[config.mk]
export PLATFORM = sky130hd
export DESIGN_NAME = hilo_muldiv_flat
export DESIGN_NICKNAME = d
export VERILOG_FILES = /design/src/rtl/hilo_muldiv_if.sv /design/src/rtl/hilo_muldiv.sv /design/src/flat_wrapper.sv
export SDC_FILE = /design/constraint.sdc
export NUM_CORES = 1
export LEC_CHECK = 0
export CORE_ASPECT_RATIO = 0.5
export CORE_MARGIN = 2
export CORE_UTILIZATION = 49
export DETAILED_ROUTE_END_ITERATION = 8
export PLACE_DENSITY = 0.7
export REMOVE_ABC_BUFFERS = 1
export SLEW_MARGIN = 20
export SYNTH_ARGS = -nofsm -noshare
export SYNTH_HDL_FRONTEND = slang
export SYNTH_SLANG_ARGS = --single-unit
[constraint.sdc]
create_clock -name clk -period 5.2 [get_ports clk]
set_clock_uncertainty 0.1 [all_clocks]
set_input_delay 1.56 -clock clk [delete_from_list [all_inputs] [get_ports clk]]
set_output_delay 1.56 -clock clk [all_outputs]
set_load 0.05 [all_outputs]
[src/rtl/hilo_muldiv_if.sv]
// hilo_muldiv_if: request/response bundle between the execute stage and the
// HI/LO multiply/divide unit.
//   start, alucontrol, srca, srcb : operation request (master -> slave)
//   busy, done                     : iterative-op status (slave -> master)
//   hi, lo, result                 : architectural HI/LO and MFHI/MFLO read path
interface hilo_muldiv_if #(
    parameter int WIDTH = 32
);
    logic             start;
    logic [4:0]       alucontrol;
    logic [WIDTH-1:0] srca;
    logic [WIDTH-1:0] srcb;
    logic             busy;
    logic             done;
    logic [WIDTH-1:0] hi;
    logic [WIDTH-1:0] lo;
    logic [WIDTH-1:0] result;

    modport master (
        output start, alucontrol, srca, srcb,
        input  busy, done, hi, lo, result
    );

    modport slave (
        input  start, alucontrol, srca, srcb,
        output busy, done, hi, lo, result
    );
endinterface

[src/rtl/hilo_muldiv.sv]
// hilo_muldiv: multi-cycle multiply/divide unit owning the HI/LO pair.
//   clk      : rising-edge clock
//   reset_n  : asynchronous active-low reset (clears FSM, HI, LO)
//   bus      : hilo_muldiv_if.slave
//              start/alucontrol/srca/srcb in; busy/done/hi/lo/result out
// MULT/MULTU use a one-bit-per-cycle shift-add, DIV/DIVU a restoring
// divider, both on operand magnitudes with sign fix-up on the last edge.
// Optional build macro: HILO_FAST_MULT_EN -- multiplies complete in a
// single cycle through a combinational multiplier; divide stays iterative.
module hilo_muldiv #(
    parameter int WIDTH = 32
) (
    input  logic          clk,
    input  logic          reset_n,
    hilo_muldiv_if.slave  bus
);
    localparam int            CW   = $clog2(WIDTH);
    localparam logic [CW-1:0] LAST = CW'(WIDTH - 1);

    localparam logic [4:0] OP_MULTU = 5'b00111;
    localparam logic [4:0] OP_MULT  = 5'b01000;
    localparam logic [4:0] OP_DIV   = 5'b01111;
    localparam logic [4:0] OP_DIVU  = 5'b10000;
    localparam logic [4:0] OP_MTHI  = 5'b10001;
    localparam logic [4:0] OP_MTLO  = 5'b10010;
    localparam logic [4:0] OP_MFHI  = 5'b11010;
    localparam logic [4:0] OP_MFLO  = 5'b11011;

    typedef enum logic { IDLE, RUN } state_t;

    state_t             state;
    logic [CW-1:0]      cnt;
    logic               busy_q, done_q;
    logic [WIDTH-1:0]   hi_q, lo_q;

    // operation context latched at acceptance
    logic               is_div_q;
    logic               neg_q;      // negate product / quotient
    logic               neg_r;      // negate remainder (dividend sign)
    logic               dz;         // divide by zero
    logic [WIDTH-1:0]   a_lat;

    // multiply datapath
    logic [2*WIDTH-1:0] mcand, prod;
    logic [WIDTH-1:0]   mplier;

    // divide datapath: quo shifts the dividend out as quotient bits shift in
    logic [WIDTH-1:0]   rem, quo, dvsr;

    // ---------------- operand decode ----------------
    logic             is_mul, is_signed, neg_a, neg_b;
    logic [WIDTH-1:0] mag_a, mag_b;

    always_comb begin
        is_mul    = (bus.alucontrol == OP_MULT) || (bus.alucontrol == OP_MULTU);
        is_signed = (bus.alucontrol == OP_MULT) || (bus.alucontrol == OP_DIV);
        neg_a     = is_signed & bus.srca[WIDTH-1];
        neg_b     = is_signed & bus.srcb[WIDTH-1];
        mag_a     = neg_a ? -bus.srca : bus.srca;
        mag_b     = neg_b ? -bus.srcb : bus.srcb;
    end

    logic [2*WIDTH-1:0] fast_prod;
`ifdef HILO_FAST_MULT_EN
    logic [2*WIDTH-1:0] fast_mag;
    always_comb begin
        fast_mag  = {{WIDTH{1'b0}}, mag_a} * {{WIDTH{1'b0}}, mag_b};
        fast_prod = (neg_a ^ neg_b) ? -fast_mag : fast_mag;
    end
    localparam bit FAST_MULT = 1'b1;
`else
    assign fast_prod = '0;
    localparam bit FAST_MULT = 1'b0;
`endif

    // ---------------- one iteration step ----------------
    logic [2*WIDTH-1:0] prod_nxt, prod_fin;
    logic [WIDTH:0]     sh;
    logic               ge;
    logic [WIDTH-1:0]   rem_nxt, quo_nxt, rem_fin, quo_fin;

    always_comb begin
        prod_nxt = mplier[0] ? (prod + mcand) : prod;
        prod_fin = neg_q ? -prod_nxt : prod_nxt;

        // shifted partial remainder is < 2*dvsr, so the W-bit subtract is exact
        sh       = {rem, quo[WIDTH-1]};
        ge       = (sh >= {1'b0, dvsr});
        rem_nxt  = ge ? (sh[WIDTH-1:0] - dvsr) : sh[WIDTH-1:0];
        quo_nxt  = {quo[WIDTH-2:0], ge};
        rem_fin  = neg_r ? -rem_nxt : rem_nxt;
        quo_fin  = neg_q ? -quo_nxt : quo_nxt;
    end

    // ---------------- FSM + HI/LO ----------------
    always_ff @(posedge clk or negedge reset_n) begin
        if (!reset_n) begin
            state    <= IDLE;
            cnt      <= '0;
            busy_q   <= 1'b0;
            done_q   <= 1'b0;
            hi_q     <= '0;
            lo_q     <= '0;
            is_div_q <= 1'b0;
            neg_q    <= 1'b0;
            neg_r    <= 1'b0;
            dz       <= 1'b0;
            a_lat    <= '0;
            mcand    <= '0;
            prod     <= '0;
            mplier   <= '0;
            rem      <= '0;
            quo      <= '0;
            dvsr     <= '0;
        end else begin
            done_q <= 1'b0;
            case (state)
                IDLE: begin
                    if (bus.start) begin
                        case (bus.alucontrol)
                            OP_MTHI: hi_q <= bus.srca;
                            OP_MTLO: lo_q <= bus.srca;
                            OP_MULT, OP_MULTU, OP_DIV, OP_DIVU: begin
                                if (FAST_MULT && is_mul) begin
                                    hi_q   <= fast_prod[2*WIDTH-1:WIDTH];
                                    lo_q   <= fast_prod[WIDTH-1:0];
                                    done_q <= 1'b1;
                                end else begin
                                    state    <= RUN;
                                    busy_q   <= 1'b1;
                                    cnt      <= '0;
                                    is_div_q <= !is_mul;
                                    neg_q    <= neg_a ^ neg_b;
                                    neg_r    <= neg_a;
                                    dz       <= (bus.srcb == '0);
                                    a_lat    <= bus.srca;
                                    mcand    <= {{WIDTH{1'b0}}, mag_a};
                                    mplier   <= mag_b;
                                    prod     <= '0;
                                    rem      <= '0;
                                    quo      <= mag_a;
                                    dvsr     <= mag_b;
                                end
                            end
                            default: ;
                        endcase
                    end
                end
                RUN: begin
                    cnt    <= cnt + 1'b1;
                    mcand  <= mcand << 1;
                    mplier <= mplier >> 1;
                    prod   <= prod_nxt;
                    rem    <= rem_nxt;
                    quo    <= quo_nxt;
                    if (cnt == LAST) begin
                        state  <= IDLE;
                        busy_q <= 1'b0;
                        done_q <= 1'b1;
                        cnt    <= '0;
                        if (!is_div_q) begin
                            hi_q <= prod_fin[2*WIDTH-1:WIDTH];
                            lo_q <= prod_fin[WIDTH-1:0];
                        end else if (dz) begin
                            // divide by zero: HI keeps the dividend, LO all ones
                            hi_q <= a_lat;
                            lo_q <= '1;
                        end else begin
                            hi_q <= rem_fin;
                            lo_q <= quo_fin;
                        end
                    end
                end
                default: state <= IDLE;
            endcase
        end
    end

    assign bus.busy   = busy_q;
    assign bus.done   = done_q;
    assign bus.hi     = hi_q;
    assign bus.lo     = lo_q;
    assign bus.result = (bus.alucontrol == OP_MFHI) ? hi_q :
                        (bus.alucontrol == OP_MFLO) ? lo_q : '0;
endmodule

[src/flat_wrapper.sv]
// flat-port wrapper written by rule: the top's interface ports become plain ports
module hilo_muldiv_flat 
#(
    parameter int WIDTH = 32
)
  (clk, reset_n, bus_start, bus_alucontrol, bus_srca, bus_srcb, bus_busy, bus_done, bus_hi, bus_lo, bus_result);
  hilo_muldiv_if #(.WIDTH(WIDTH)) bus_i ();
  input  logic clk;
  input  logic reset_n;
  input wire logic [$bits(bus_i.start)-1:0] bus_start;
  input wire logic [$bits(bus_i.alucontrol)-1:0] bus_alucontrol;
  input wire logic [$bits(bus_i.srca)-1:0] bus_srca;
  input wire logic [$bits(bus_i.srcb)-1:0] bus_srcb;
  output wire logic [$bits(bus_i.busy)-1:0] bus_busy;
  output wire logic [$bits(bus_i.done)-1:0] bus_done;
  output wire logic [$bits(bus_i.hi)-1:0] bus_hi;
  output wire logic [$bits(bus_i.lo)-1:0] bus_lo;
  output wire logic [$bits(bus_i.result)-1:0] bus_result;
  assign bus_i.start = bus_start;
  assign bus_i.alucontrol = bus_alucontrol;
  assign bus_i.srca = bus_srca;
  assign bus_i.srcb = bus_srcb;
  assign bus_busy = bus_i.busy;
  assign bus_done = bus_i.done;
  assign bus_hi = bus_i.hi;
  assign bus_lo = bus_i.lo;
  assign bus_result = bus_i.result;
  hilo_muldiv #(.WIDTH(WIDTH)) u_core (.clk(clk), .reset_n(reset_n), .bus(bus_i));
endmodule
==> results_dict.tcl <==
set metrics [dict create \
    clock_tree.root_cell "clkbuf_16" \
    p_int_w 0.01127 \
    grt_pass1_wl_mm 172.0 \
    cpPeakStageDelay_ns 0.55 \
    async_flop_share_pct 100.0 \
    ys_seq_elements 364 \
    crit_family "compound AO/OA/AOI/OAI gates" \
    fillers 5511 \
    place_inst 4647 \
    wl_per_cell_um 24.06 \
    dp_slack_ns 0.2199 \
    cp-start-kind "register" \
    clk_pin_slew_ns 0.06 \
    cp.required_ns 5.53 \
    worst_slack_ns 0.2471 \
    drtPass1Iterations 6 \
    rsz0062_at_grt "false" \
    synth-main-ff-cell "dfrtp_1" \
    place_area_mm2 0.03241 \
    yosys_warnings 0 \
    numCtsBuffers 39 \
    crit_type "reg2reg" \
    area_growth_pct 16.05 \
    drt-initial-drc-count 3921 \
    fp.dieArea_mm2 0.06131 \
    antenna_found_initial 4 \
    outcome "complete, no violations" \
    synth.distinct_cells 99 \
    p_leak_nw 14.04 \
    fp.dieH_um 176.1 \
    synth.yosys.seq_area_share_pct 31.38 \
    fin_crit_sh_pct 95.25 \
    power.share.combinational_pct 66.0 \
    cp_slowest_cell "a21oi_1" \
    crit_chain "ha_1 > a21oi_1 > o21ai_0 > a21oi_1 > nor2b_1 > nor3_1 > xnor2_1 > nand2_1 > nand4bb_1 > buf_4 > nor4_4 > buf_4 > a31oi_1 > xnor2_1 > o41ai_1" \
    critPathBufInv 2 \
    io_buffer_count 169 \
    vias_per_cell 6.526 \
    stdcell_area_mm2 0.03368 \
    synth_top_area_cell "dfrtp_1" \
    core_mm2 0.05888 \
    cts.sinks 364 \
    io-pin-count 170 \
    netlist.area_leader.share_pct 31.38 \
    ctsHtreeMaxLevel 2 \
    p_switching_w 0.01285 \
    cts_hold_buffers 0 \
    power.share.sequential_pct 22.0 \
    switching_share_pct 53.27 \
    dp_hpwl_mm 85.37 \
    period_needed_ns 4.953 \
    drive_above_1_share_pct 8.922 \
    postCtsSetupBuffers 0 \
    tns_ns 0 \
    instances_no_fill 4716 \
    clk_latency_ns 0.59 \
    slew_headroom_pct 16.78 \
    finalHoldViolCount 0 \
    setup_viol 0 \
    arrival_ns 5.28 \
    end_kind "register" \
    power_frac_clock_pct 12.1 \
    syn_avg_cell_area_um2 7.660 \
    holdCritPathClass "reg2reg" \
    clockBufferDepth 3 \
    synth_edf_count 0 \
    final_nets 4084 \
    place_congestion 0.9919 \
    drc 0 \
    path_max_fanout 10 \
    cap_violations 0 \
    yosys-top-cells-area "dfrtp_1 31%, nand2_1 9.0%, o21ai_0 6.4%, ha_1 4.4%, a21oi_1 4.2%" \
    gr-total-overflow 0 \
    routed_wl_mm 113.5 \
    cts_tree "done" \
    first_global_vias 28180 \
    ir_drop_mv 0.3338 \
    powerDensity_mw_per_mm2 716.2 \
    route.vias.total 30780 \
    rows 63 \
    worst-slew-pin-transition_ns 1.244 \
    globalRouteTotalUtil_pct 36.01 \
    start_util_pct 49.29 \
    synthCells 3789 \
    finalMaxSlewViolations 0 \
    die_w_um 348.2 \
    ant_nets 0 \
    max_freq_mhz 201.9 \
    netlist_area_mm2 0.02902 \
    grt_max_degree 178 \
]
-- flip-flops by register name, indices dropped and copies added, names as in the netlist --
name,count
u_core.mcand,64
u_core.bus.lo,32
u_core.mplier,32
u_core.neg_q,1
u_core.bus.busy,1
u_core.cnt,5
u_core.bus.done,1
u_core.dvsr,32
u_core.is_div_q,1
u_core.rem,32
u_core.prod,64
u_core.a_lat,32
u_core.quo,32
u_core.state,1
u_core.dz,1
u_core.bus.hi,32
u_core.neg_r,1
-- worst paths after layout --
| path | startpoint | to | slack (ns) | cells after the start |
|---|---|---|---|---|
| worst max-delay path | u_core.prod[19]$_DFFE_PN0P_ | u_core.bus.hi[26]$_DFFE_PN0P_ | 0.25 | 15 |
| worst min-delay path | u_core.a_lat[0]$_DFFE_PN0P_ | u_core.a_lat[0]$_DFFE_PN0P_ | 0.38 | 2 |
| worst max register to register | u_core.prod[19]$_DFFE_PN0P_ | u_core.bus.hi[26]$_DFFE_PN0P_ | 0.25 | 15 |
| worst min register to register | u_core.a_lat[0]$_DFFE_PN0P_ | u_core.a_lat[0]$_DFFE_PN0P_ | 0.38 | 2 |
| max in group asynchronous | reset_n | u_core.prod[51]$_DFFE_PN0P_ | 3.02 | 2 |
| min in group asynchronous | reset_n | u_core.cnt[4]$_DFFE_PN0P_ | 0.91 | 1 |
-- final cells by class --
| cell class | count | area, um^2 | area share [%] |
|---|---|---|---|
| diodes | 2 | 5.005 | 0.01486 |
| clock buffers | 55 | 1156 | 3.433 |
| clock inverters | 12 | 102.6 | 0.3046 |
| inverters | 98 | 372.9 | 1.107 |
| multi-input cells | 3077 | 18630 | 55.31 |
| flip-flops and latches | 364 | 9120 | 27.08 |
| well taps | 780 | 975.9 | 2.898 |
| repair buffers | 328 | 3318 | 9.852 |
-- Yosys cell counts (all sizes together), types with 22 or more instances --
cell,n
nand2,697
o21ai,386
dfrtp,364
nor2,295
a21oi,246
clkbuf,212
xnor2,140
ha,102
inv,97
nand3,86
o221ai,80
nor3,78
mux2i,71
nand4,66
xor2,63
a31oi,59
a21o,54
o31ai,53
o22ai,40
buf,38
or3,38
nor4,36
a211oi,33
and3,30
nand2b,29
o211ai,29
o41ai,22
-- routing by layer --
metal,track usage [%],wire [um],up-vias
met4,9.127,2959,2
met3,8.302,12730,200
met1,52.74,49840,14950
met2,53.29,47910,1566
li1,-,-,14060
met5,0,8,-
-- logic make-up after synthesis --
group           Yosys count  share of synthesized area (%)
xor+xnor                203                          6.126
simple gates           1464                          23.05
compound gates         1214                          27.06
fa+ha+maj               104                          4.535
buf+inv                 348                          4.578
mux                      92                          3.263
flops                   364                          31.38
-- power by group through the flow --
stage                     Sequential [W]  Clock, W  Combinational, W
after global routing             0.00541   0.00304            0.0171
after detailed placement         0.00527         0            0.0153
final                            0.00530   0.00291            0.0159
after global placement           0.00524         0            0.0152
after CTS                        0.00523   0.00292            0.0154
after floorplan                  0.00574         0           0.00932
-- worst reg2reg max path: stages, from the launching register on --
cell	delay (ns)
dfrtp_1	0.41
ha_1	0.43
a21oi_1	0.32
o21ai_0	0.33
a21oi_1	0.55
nor2b_1	0.20
nor3_1	0.50
xnor2_1	0.12
nand2_1	0.12
nand4bb_1	0.26
buf_4	0.27
nor4_4	0.26
buf_4	0.20
a31oi_1	0.11
xnor2_1	0.51
o41ai_1	0.11
-- per-stage QoR --
stage	total power, W	util, %	hold WS [ns]
after floorplan	0.01505	-	0.3369
after global placement	0.02040	55.04	0.3527
after detailed placement	0.02061	55.04	0.3543
after CTS	0.02359	57.17	0.3782
after global routing	0.02554	57.20	0.3958
final	0.02412	57.20	0.3794
-- placed cells by master (no fill, tap or decap), types with 30 or more instances in the layout --
master,Yosys,layout
a211oi_1,32,32
a21o_1,53,53
a21oi_1,245,244
a31oi_1,59,59
and3_1,30,30
buf_12,0,41
buf_4,0,150
clkbuf_16,0,39
clkdlybuf4s50_1,0,135
dfrtp_1,364,359
ha_1,102,102
inv_1,96,94
mux2i_1,71,71
nand2_1,697,694
nand3_1,84,84
nand4_1,66,66
nor2_1,295,293
nor3_1,77,77
nor4_1,32,31
o21ai_0,372,372
o221ai_1,80,80
o22ai_1,40,40
o31ai_1,52,52
or3_1,38,38
xnor2_1,140,140
xor2_1,63,63
-- what timing repair did --
action / in CTS / in global routing
resized for setup: 0 / 3
endpoints found under the setup margin: 0 / 14
endpoints found under the hold margin: 0 / 0
(Power assumes the default switching activity.)
